==> src/rtl/msu_audio_player_if.sv <==
// FIFO read port and stereo sample output of the MSU audio player.
// The master side is the player; the slave side is the FIFO and mixer.
interface msu_audio_player_if #(
  parameter int unsigned USEDW_W = 12
);
  logic               fifo_rdreq;
  logic [15:0]        fifo_rdata;
  logic [USEDW_W-1:0] fifo_usedw;
  logic [15:0]        audio_l;
  logic [15:0]        audio_r;
  logic               audio_valid;

  modport master (
    output fifo_rdreq,
    input  fifo_rdata,
    input  fifo_usedw,
    output audio_l,
    output audio_r,
    output audio_valid
  );

  modport slave (
    input  fifo_rdreq,
    output fifo_rdata,
    output fifo_usedw,
    input  audio_l,
    input  audio_r,
    input  audio_valid
  );
endinterface

==> src/rtl/msu_audio_player.sv <==
// MSU audio player: pops one L/R PCM pair per sample tick from the audio FIFO, applies a
// ramped 8-bit volume and presents a registered stereo sample. Emits silence when idle,
// priming or starved.
module msu_audio_player #(
  parameter int unsigned PRIME_WORDS = 512,
  parameter int unsigned VOL_STEP    = 1,
  parameter int unsigned USEDW_W     = 12
) (
  input  logic                clk,
  input  logic                reset,
  input  logic                i_sample_tick,
  input  logic                i_play_en,
  input  logic                i_flush,
  input  logic [7:0]          i_volume,
  msu_audio_player_if.master  bus,
  output logic                o_playing,
  output logic                o_underflow,
  output logic [15:0]         o_underflow_cnt
);

  typedef enum logic [2:0] {
    StIdle, StPrime, StWait, StRdL, StLatL, StRdR, StLatR, StMul
  } state_e;

  state_e r_state, w_state_nxt;

  logic [7:0]         r_vol_cur, w_vol_nxt;
  logic [15:0]        r_smp_l, r_smp_r;
  logic [15:0]        r_audio_l, r_audio_r;
  logic               r_audio_valid;
  logic               r_underflow;
  logic [15:0]        r_underflow_cnt;
  logic               w_tick, w_silence, w_uflow, w_rdreq, w_playing;
  logic [31:0]        w_usedw;
  logic [7:0]         w_step;
  logic signed [23:0] w_prod_l, w_prod_r;
  logic [15:0]        w_scaled_l, w_scaled_r;

  // A flush in the same cycle as a tick swallows the tick entirely.
  assign w_tick  = i_sample_tick & ~i_flush;
  assign w_usedw = 32'(bus.fifo_usedw);
  assign w_step  = 8'(VOL_STEP);

  // Volume ramp target for this tick: move toward i_volume by at most w_step.
  always_comb begin
    w_vol_nxt = r_vol_cur;
    if (r_vol_cur < i_volume) begin
      w_vol_nxt = ((i_volume - r_vol_cur) > w_step) ? r_vol_cur + w_step : i_volume;
    end else if (r_vol_cur > i_volume) begin
      w_vol_nxt = ((r_vol_cur - i_volume) > w_step) ? r_vol_cur - w_step : i_volume;
    end
  end

  // |product| < 2^23, so 24 bits hold it exactly; >>> 8 floors toward -inf.
  always_comb begin
    w_prod_l   = $signed({{8{r_smp_l[15]}}, r_smp_l}) * $signed({16'b0, r_vol_cur});
    w_prod_r   = $signed({{8{r_smp_r[15]}}, r_smp_r}) * $signed({16'b0, r_vol_cur});
    w_scaled_l = (r_vol_cur == 8'hFF) ? r_smp_l : 16'(w_prod_l >>> 8);
    w_scaled_r = (r_vol_cur == 8'hFF) ? r_smp_r : 16'(w_prod_r >>> 8);
  end

  // State register.
  always_ff @(posedge clk) begin
    if (reset) r_state <= StIdle;
    else       r_state <= w_state_nxt;
  end

  // Next state, pop strobe and silence/underflow decisions.
  always_comb begin
    w_state_nxt = r_state;
    w_silence   = 1'b0;
    w_uflow     = 1'b0;
    w_rdreq     = 1'b0;
    w_playing   = 1'b0;
    unique case (r_state)
      StIdle: begin
        w_silence = w_tick;
        if (i_play_en) w_state_nxt = StPrime;
      end
      StPrime: begin
        w_silence = w_tick;
        if (!i_play_en)                  w_state_nxt = StIdle;
        else if (w_usedw >= PRIME_WORDS) w_state_nxt = StWait;
      end
      StWait: begin
        w_playing = 1'b1;
        if (w_tick) begin
          // Need a whole pair present so L and R are never split across ticks.
          if (w_usedw >= 32'd2) begin
            w_state_nxt = StRdL;
          end else begin
            w_silence = 1'b1;
            w_uflow   = 1'b1;
          end
        end else if (!i_play_en) begin
          w_state_nxt = StIdle;
        end
      end
      StRdL:  begin w_playing = 1'b1; w_rdreq = 1'b1; w_state_nxt = StLatL; end
      StLatL: begin w_playing = 1'b1; w_state_nxt = StRdR; end
      StRdR:  begin w_playing = 1'b1; w_rdreq = 1'b1; w_state_nxt = StLatR; end
      StLatR: begin w_playing = 1'b1; w_state_nxt = StMul; end
      StMul: begin
        w_playing   = 1'b1;
        w_state_nxt = i_play_en ? StWait : StIdle;
      end
      default: w_state_nxt = StIdle;
    endcase
    if (i_flush) begin
      w_state_nxt = StIdle;
      w_rdreq     = 1'b0;
      w_silence   = 1'b0;
      w_uflow     = 1'b0;
    end
  end

  // Datapath: volume ramp, sample capture, output registers and underflow tracking.
  always_ff @(posedge clk) begin
    if (reset) begin
      r_vol_cur       <= 8'd0;
      r_smp_l         <= 16'd0;
      r_smp_r         <= 16'd0;
      r_audio_l       <= 16'd0;
      r_audio_r       <= 16'd0;
      r_audio_valid   <= 1'b0;
      r_underflow     <= 1'b0;
      r_underflow_cnt <= 16'd0;
    end else if (i_flush) begin
      r_audio_l       <= 16'd0;
      r_audio_r       <= 16'd0;
      r_audio_valid   <= 1'b0;
      r_underflow     <= 1'b0;
      r_underflow_cnt <= 16'd0;
    end else begin
      r_audio_valid <= 1'b0;
      if (w_tick) r_vol_cur <= w_vol_nxt;
      if (r_state == StLatL) r_smp_l <= bus.fifo_rdata;
      if (r_state == StLatR) r_smp_r <= bus.fifo_rdata;
      if (w_silence) begin
        r_audio_l     <= 16'd0;
        r_audio_r     <= 16'd0;
        r_audio_valid <= 1'b1;
      end
      if (r_state == StMul) begin
        r_audio_l     <= w_scaled_l;
        r_audio_r     <= w_scaled_r;
        r_audio_valid <= 1'b1;
      end
      if (w_uflow) begin
        r_underflow <= 1'b1;
        if (r_underflow_cnt != 16'hFFFF) r_underflow_cnt <= r_underflow_cnt + 16'd1;
      end
    end
  end

  assign bus.fifo_rdreq  = w_rdreq;
  assign bus.audio_l     = r_audio_l;
  assign bus.audio_r     = r_audio_r;
  assign bus.audio_valid = r_audio_valid;
  assign o_playing       = w_playing;
  assign o_underflow     = r_underflow;
  assign o_underflow_cnt = r_underflow_cnt;

endmodule
==> src/flat_wrapper.sv <==
// flat-port wrapper written by rule: the top's interface ports become plain ports
module msu_audio_player_flat 
#(
  parameter int unsigned PRIME_WORDS = 512,
  parameter int unsigned VOL_STEP    = 1,
  parameter int unsigned USEDW_W     = 12
)
  (clk, reset, i_sample_tick, i_play_en, i_flush, i_volume, o_playing, o_underflow, o_underflow_cnt, bus_fifo_rdreq, bus_fifo_rdata, bus_fifo_usedw, bus_audio_l, bus_audio_r, bus_audio_valid);
  msu_audio_player_if #(.USEDW_W(USEDW_W)) bus_i ();
  input  logic clk;
  input  logic reset;
  input  logic i_sample_tick;
  input  logic i_play_en;
  input  logic i_flush;
  input  logic [7:0] i_volume;
  output logic o_playing;
  output logic o_underflow;
  output logic [15:0] o_underflow_cnt;
  output wire logic [$bits(bus_i.fifo_rdreq)-1:0] bus_fifo_rdreq;
  input wire logic [$bits(bus_i.fifo_rdata)-1:0] bus_fifo_rdata;
  input wire logic [$bits(bus_i.fifo_usedw)-1:0] bus_fifo_usedw;
  output wire logic [$bits(bus_i.audio_l)-1:0] bus_audio_l;
  output wire logic [$bits(bus_i.audio_r)-1:0] bus_audio_r;
  output wire logic [$bits(bus_i.audio_valid)-1:0] bus_audio_valid;
  assign bus_fifo_rdreq = bus_i.fifo_rdreq;
  assign bus_i.fifo_rdata = bus_fifo_rdata;
  assign bus_i.fifo_usedw = bus_fifo_usedw;
  assign bus_audio_l = bus_i.audio_l;
  assign bus_audio_r = bus_i.audio_r;
  assign bus_audio_valid = bus_i.audio_valid;
  msu_audio_player #(.PRIME_WORDS(PRIME_WORDS), .VOL_STEP(VOL_STEP), .USEDW_W(USEDW_W)) u_core (.clk(clk), .reset(reset), .i_sample_tick(i_sample_tick), .i_play_en(i_play_en), .i_flush(i_flush), .i_volume(i_volume), .bus(bus_i), .o_playing(o_playing), .o_underflow(o_underflow), .o_underflow_cnt(o_underflow_cnt));
endmodule
==> config.mk <==
export PLATFORM = sky130hd
export DESIGN_NAME = msu_audio_player_flat
export DESIGN_NICKNAME = d
export VERILOG_FILES = /design/src/rtl/msu_audio_player_if.sv /design/src/rtl/msu_audio_player.sv /design/src/flat_wrapper.sv
export SDC_FILE = /design/constraint.sdc
export NUM_CORES = 1
export LEC_CHECK = 0
export BUFFER_PORTS_ARGS = -buffer_cell sky130_fd_sc_hd__buf_2
export CORE_UTILIZATION = 50
export DETAILED_ROUTE_END_ITERATION = 8
export PLACE_DENSITY = 0.69
export RECOVER_POWER = 50
export SYNTH_ARGS = -nofsm -noshare
export SYNTH_HDL_FRONTEND = slang
export SYNTH_SLANG_ARGS = --single-unit
==> constraint.sdc <==
create_clock -name clk -period 6.9 [get_ports clk]
set_input_delay 0.69 -clock clk [delete_from_list [all_inputs] [get_ports clk]]
set_output_delay 0.69 -clock clk [all_outputs]
set_load 0.03 [all_outputs]
Word-level counts from Yosys, hierarchy flattened:

Index checks and enable logic that the tools add are counted.
Widths: inputs -> output; s select.

* add/subtract/negate cells: 5
* multiply operators: 2
* divide/modulo/power cells: 0
* order comparisons: 6
* eq/ne operators: 13
* shifts and indexed selects: 0
* mux-type cells: 28
* bitwise logic cells: 2
* reduce and logical (&&, ||, !) cells: 12

Operator list (number)
* $mux 16: 5
* $mul 16x9->24: 2
* $mux 8: 4
* $pmux 3 s8: 1
* $mux 3: 6
* $add 16x1->16 const B: 1
* $gt 8x1->1 const B: 2
* $ne 16x16->1 const B: 1
* $sub 8x8->8: 2
* $eq 3x3->1 const B: 4
* $ge 12x10->1 const B: 1
* $ge 12x2->1 const B: 1
* $mux 1: 10
* $add 8x1->8 const B: 1
* $eq 8x8->1 const B: 1
* $gt 8x8->1: 1
* $lt 8x8->1: 1
* $sub 8x1->8 const B: 1
* $eq 3x2->1 const B: 2
* $ne 3x2->1 const B: 2
* $reduce_and 2->1: 3
* $reduce_or 2->1: 3
* $reduce_or 6->1: 1
* $reduce_and 4->1: 1
* 10 further kinds: 11

* flip-flop bits (word level): 93
* latch bits: 0
* RAM bits: 0
* bits in read-only memories: 0
* input port bits: 41
* word-level logic and storage cells: 77
* memories kept: 0

Depth between registers and ports, before layout:

* depth after elaboration: 7
* mapped depth: 21

Least setup slack after synthesis:

Ideal clock, no wire load.

* kind: flip-flop to flip-flop
* from: register u_core.r_vol_cur[0]
* to: register u_core.r_audio_l[15], in the netlist u_core.bus.audio_l[15]
* arrival: 5388 ps
* data required time: 6766 ps
* slack: 1379 ps
* cell stages (with the launch flop): 22
* buffers on the path: 3
* path through: dfxtp_1 > clkbuf_1 > clkbuf_1 > clkbuf_1 > nand2_1 > fa_1 > inv_1 > fa_1 > inv_1 > fa_1 > inv_1 > fa_1 > ha_1 > a2111oi_0 > o21ai_0 > a32oi_1 > a21oi_1 > a21o_1 > a41oi_1 > a21oi_1 > xnor2_1 > o22ai_1

* cells in the longest elaborated chain, start to end: 3

RTL lines
* start, declared: RTL line msu_audio_player.sv:27 `logic [7:0] r_vol_cur, w_vol_nxt;`
* start signal, assigned: RTL line msu_audio_player.sv:136 `if (w_tick) r_vol_cur <= w_vol_nxt;`
* $mul 16x9->24 / $eq 8x8->1 (equally long branches): RTL line msu_audio_player.sv:56, msu_audio_player.sv:58
* $mux 16 (*): RTL line msu_audio_player.sv:58 `w_scaled_l = (r_vol_cur == 8'hFF) ? r_smp_l : 16'(w_prod_l >>> 8);`
* $mux 16 (*): RTL line msu_audio_player.sv:144 `if (r_state == StMul) begin`
* end signal, assigned: RTL line msu_audio_player.sv:145 `r_audio_l <= w_scaled_l;`
* end, declared: RTL line msu_audio_player.sv:29 `logic [15:0] r_audio_l, r_audio_r;`

Every way passes the cells marked *; elsewhere a longest branch is shown, timed or not.
A chain may end at the register's enable or synchronous reset.

Worst setup path after layout:

* from: register u_core.r_vol_cur[1]
* to: register u_core.r_audio_l[15], in the netlist u_core.bus.audio_l[15]

The elaborated chain is that of the path after synthesis.

==> results.py <==
metrics = {
    "run_status": {
        "status": "complete, no violations",
    },
    "layout": {
        "fin_area_sq_um": 14200,
        "layout_common_cells": "inv_1 (305), nand2_1 (225), fa_1 (200)",
        "layout_commonest_cell": "inv_1",
        "antennaDiodeCount": 0,
        "fin_util_pct": 54.6,
        "drive_above_1_share_pct": 5.39,
        "syn_to_final_growth_pct": 6.83,
        "stdcell_count": 1969,
        "layout.nets": 1974,
    },
    "detailed_routing": {
        "wl_per_cell_um": 16.5,
        "vias_per_cell": 5.50,
        "num_vias": 10800,
        "drc": 0,
        "final_antenna_net_count": 0,
        "drtPass1Iterations": 6,
        "wirelength_um": 32400,
        "detail_route.iter0.violations": 662,
    },
    "clock_network": {
        "cts_buffers": 9,
        "tritoncts": "yes",
        "numClockSinks": 93,
        "clock_latency_ps": 370,
        "cts-htree-levels": 3,
        "post_cts_buffers": 0,
        "clkTransAtPathRegs_ps": 80,
        "ctsResizeCount": 0,
        "cts_hold_buf": 0,
        "clockBufferDepth": 2,
        "root_buffer": "clkbuf_16",
    },
    "placed_design": {
        "gp_congestion": 0.893,
        "dpl_cell_area_sq_um": 14000,
        "port_buffers": 91,
        "dp_hpwl_um": 25200,
        "dp.cells": 1953,
    },
    "logic_synthesis": {
        "synthArstFlopShare_pct": 0,
        "syn-instance-count": 1605,
        "synthesis.area_sq_um": 13300,
        "synth-main-ff-cell": "dfxtp_1",
        "yosys_warnings": 0,
        "ys_seq_area_share_pct": 14.0,
        "synth_edf_count": 0,
        "synth_cell_types": 63,
        "synth_nets": 1950,
        "ys_seq_elements": 93,
        "avgSynthCellArea_sq_um": 8.29,
    },
    "critical_path": {
        "crit_path_cell_trace": "nand2_1 -> fa_1 -> inv_1 -> fa_1 -> inv_1 -> fa_1 -> inv_1 -> fa_1 -> ha_1 -> a2111oi_0 -> o21ai_0 -> a32oi_1 -> a21oi_1 -> a21o_1 -> a41oi_1 -> a21oi_1 -> xnor2_1 -> o22ai_1",
        "crit_path_max_incr_delay_ps": 870,
        "arrival_ps": 6320,
        "worst-path-buf-inv": 3,
        "required_ps": 7100,
        "cp-end-kind": "flip-flop",
        "critPathKind": "flip-flop to flip-flop",
        "critPathLaunchType": "flip-flop",
        "crit_family": "adder cells",
        "path_common_cell": "fa_1",
        "cpMaxStageDelayCell": "dfxtp_1",
        "cp_max_fo": 16,
    },
    "sta": {
        "hold_violations": 0,
        "setup_tns_ps": 0,
        "min_period_ps": 6120,
        "fmax_mhz": 163,
        "maxSlewHeadroom_pct": 21.2,
        "worst_slew_pin_slew_ps": 1180,
        "setup-violations-final": 0,
        "finClkSkew_ps": 18.7,
        "grt_setup_unrepaired": "no",
        "fin_crit_sh_pct": 88.7,
        "slew_violations": 0,
    },
    "power": {
        "switching_share_pct": 31.1,
        "power.leakage_nw": 6.90,
        "switching_power_mw": 0.387,
        "combPwrFrac_pct": 13.2,
        "ir_worst_vdd_v": 0.0000962,
        "p_per_area_nw_per_um2": 87.5,
        "internal-power_mw": 0.856,
        "pwr-share-clk_pct": 42.1,
        "seq_power_share_pct": 44.6,
    },
    "floorplan": {
        "die_area_sq_um": 27300,
        "initial_utilization_pct": 51.1,
        "rows": 59,
        "die_h_um": 165,
        "die_w_um": 165,
        "pin_count": 93,
        "core_area_sq_um": 26100,
    },
    "grt": {
        "track_usage_pct": 26.0,
        "antenna_found_initial": 0,
        "grt_pass1_vias": 11300,
        "grt-ovfl-total": 0,
        "grt_max_degree": 54,
        "grt_pass1_wl_um": 55800,
    },
    "run": {
        "maxCapViolCount": 0,
    },
    "worst_hold_path": {
        "holdCritPathClass": "flip-flop to flip-flop",
    },
}
-- power groups by stage --
stage	logic, mW	clock network [mW]	registers (mW)
6_report	0.164	0.524	0.555
5_1_grt	0.180	0.552	0.556
4_1_cts	0.162	0.534	0.554
3_5_place_dp	0.161	0	0.567
3_3_place_gp	0.158	0	0.567
2_1_floorplan	0.116	0	0.554
-- cell usage after synthesis, drive strengths merged (5+ instances only) --
cell / n / area (sq um)
fa: 200 / 4000
clkbuf: 77 / 289
inv: 306 / 1150
o22ai: 19 / 119
a2111oi: 5 / 62.6
xor2: 28 / 245
buf: 17 / 63.8
o21ai: 20 / 100
nand2b: 7 / 43.8
nand2: 225 / 845
a222oi: 11 / 110
a211oi: 7 / 52.6
and3: 9 / 56.3
o211ai: 5 / 37.5
a22oi: 19 / 143
nor2: 75 / 282
ha: 104 / 1300
nor4: 5 / 31.3
and2: 115 / 719
a31oi: 9 / 56.3
nor3: 10 / 50.1
nand4: 9 / 56.3
nor2b: 11 / 83.8
o21bai: 5 / 37.5
a21oi: 76 / 384
o21a: 7 / 52.6
xnor2: 40 / 350
a21o: 18 / 135
dfxtp: 93 / 1860
nand3: 21 / 105
-- metal layers --
metal	vias up	GRT usage [%]	wire (um)
li1	5071	-	-
met1	5400	34.0	14000
met2	289	44.6	15800
met3	64	2.52	1570
met4	0	9.67	980
met5	-	0	0
-- cells by family (layout without fill, tap and decap cells) --
family	Yosys count	in the layout	share of synthesized area, %
AO/OA/AOI/OAI	230	230	11.8
XOR/XNOR	68	68	4.48
adder cells (fa/ha/maj)	304	304	39.9
buffers and inverters	400	429	11.3
flip-flops	93	93	14.0
multiplexers	5	5	0.385
AND/OR/NAND/NOR	505	505	18.2
-- per-stage QoR --
step	setup WS, ps	total power, mW	hold slack, ps
after CTS	801	1.25	477
final	778	1.24	474
after detailed placement	802	0.728	457
after floorplan	1380	0.670	500
after global routing	498	1.29	510
after global placement	929	0.725	446
-- sequential cells by signal, summed over array words and instances, names as in the netlist --
| name | flops |
|---|---|
| u_core.bus.audio_valid | 1 |
| u_core.r_vol_cur | 8 |
| u_core.r_state | 3 |
| u_core.o_underflow_cnt | 16 |
| u_core.bus.audio_l | 16 |
| u_core.bus.audio_r | 16 |
| u_core.r_smp_l | 16 |
| u_core.o_underflow | 1 |
| u_core.r_smp_r | 16 |
-- worst min-delay path, delay by kind of cell, from the launching register on --
family,cells,cell delay [ps]
DFF,1,330
and+or+nand+nor,2,120
-- worst paths after layout --
kind	start	endpoint	slack [ps]	cells past startpoint
max	u_core.r_vol_cur[1]$_SDFFE_PP0P_	u_core.bus.audio_l[15]$_SDFFE_PP0P_	780	18
min	u_core.o_underflow$_SDFFE_PP0P_	u_core.o_underflow$_SDFFE_PP0P_	470	2
max reg2reg	u_core.r_vol_cur[1]$_SDFFE_PP0P_	u_core.bus.audio_l[15]$_SDFFE_PP0P_	780	18
min reg2reg	u_core.o_underflow$_SDFFE_PP0P_	u_core.o_underflow$_SDFFE_PP0P_	470	2
-- cell type report --
class                           count  area, sq um
Fill cell                        2467        11800
Multi-Input combinational cell   1112         9950
Sequential cell                    93         1860
Inverter                          306         1150
Timing Repair Buffer              107          537
Tap cell                          335          419
Clock buffer                        9          225
Clock inverter                      7         75.1
(Power assumes the default switching activity.)
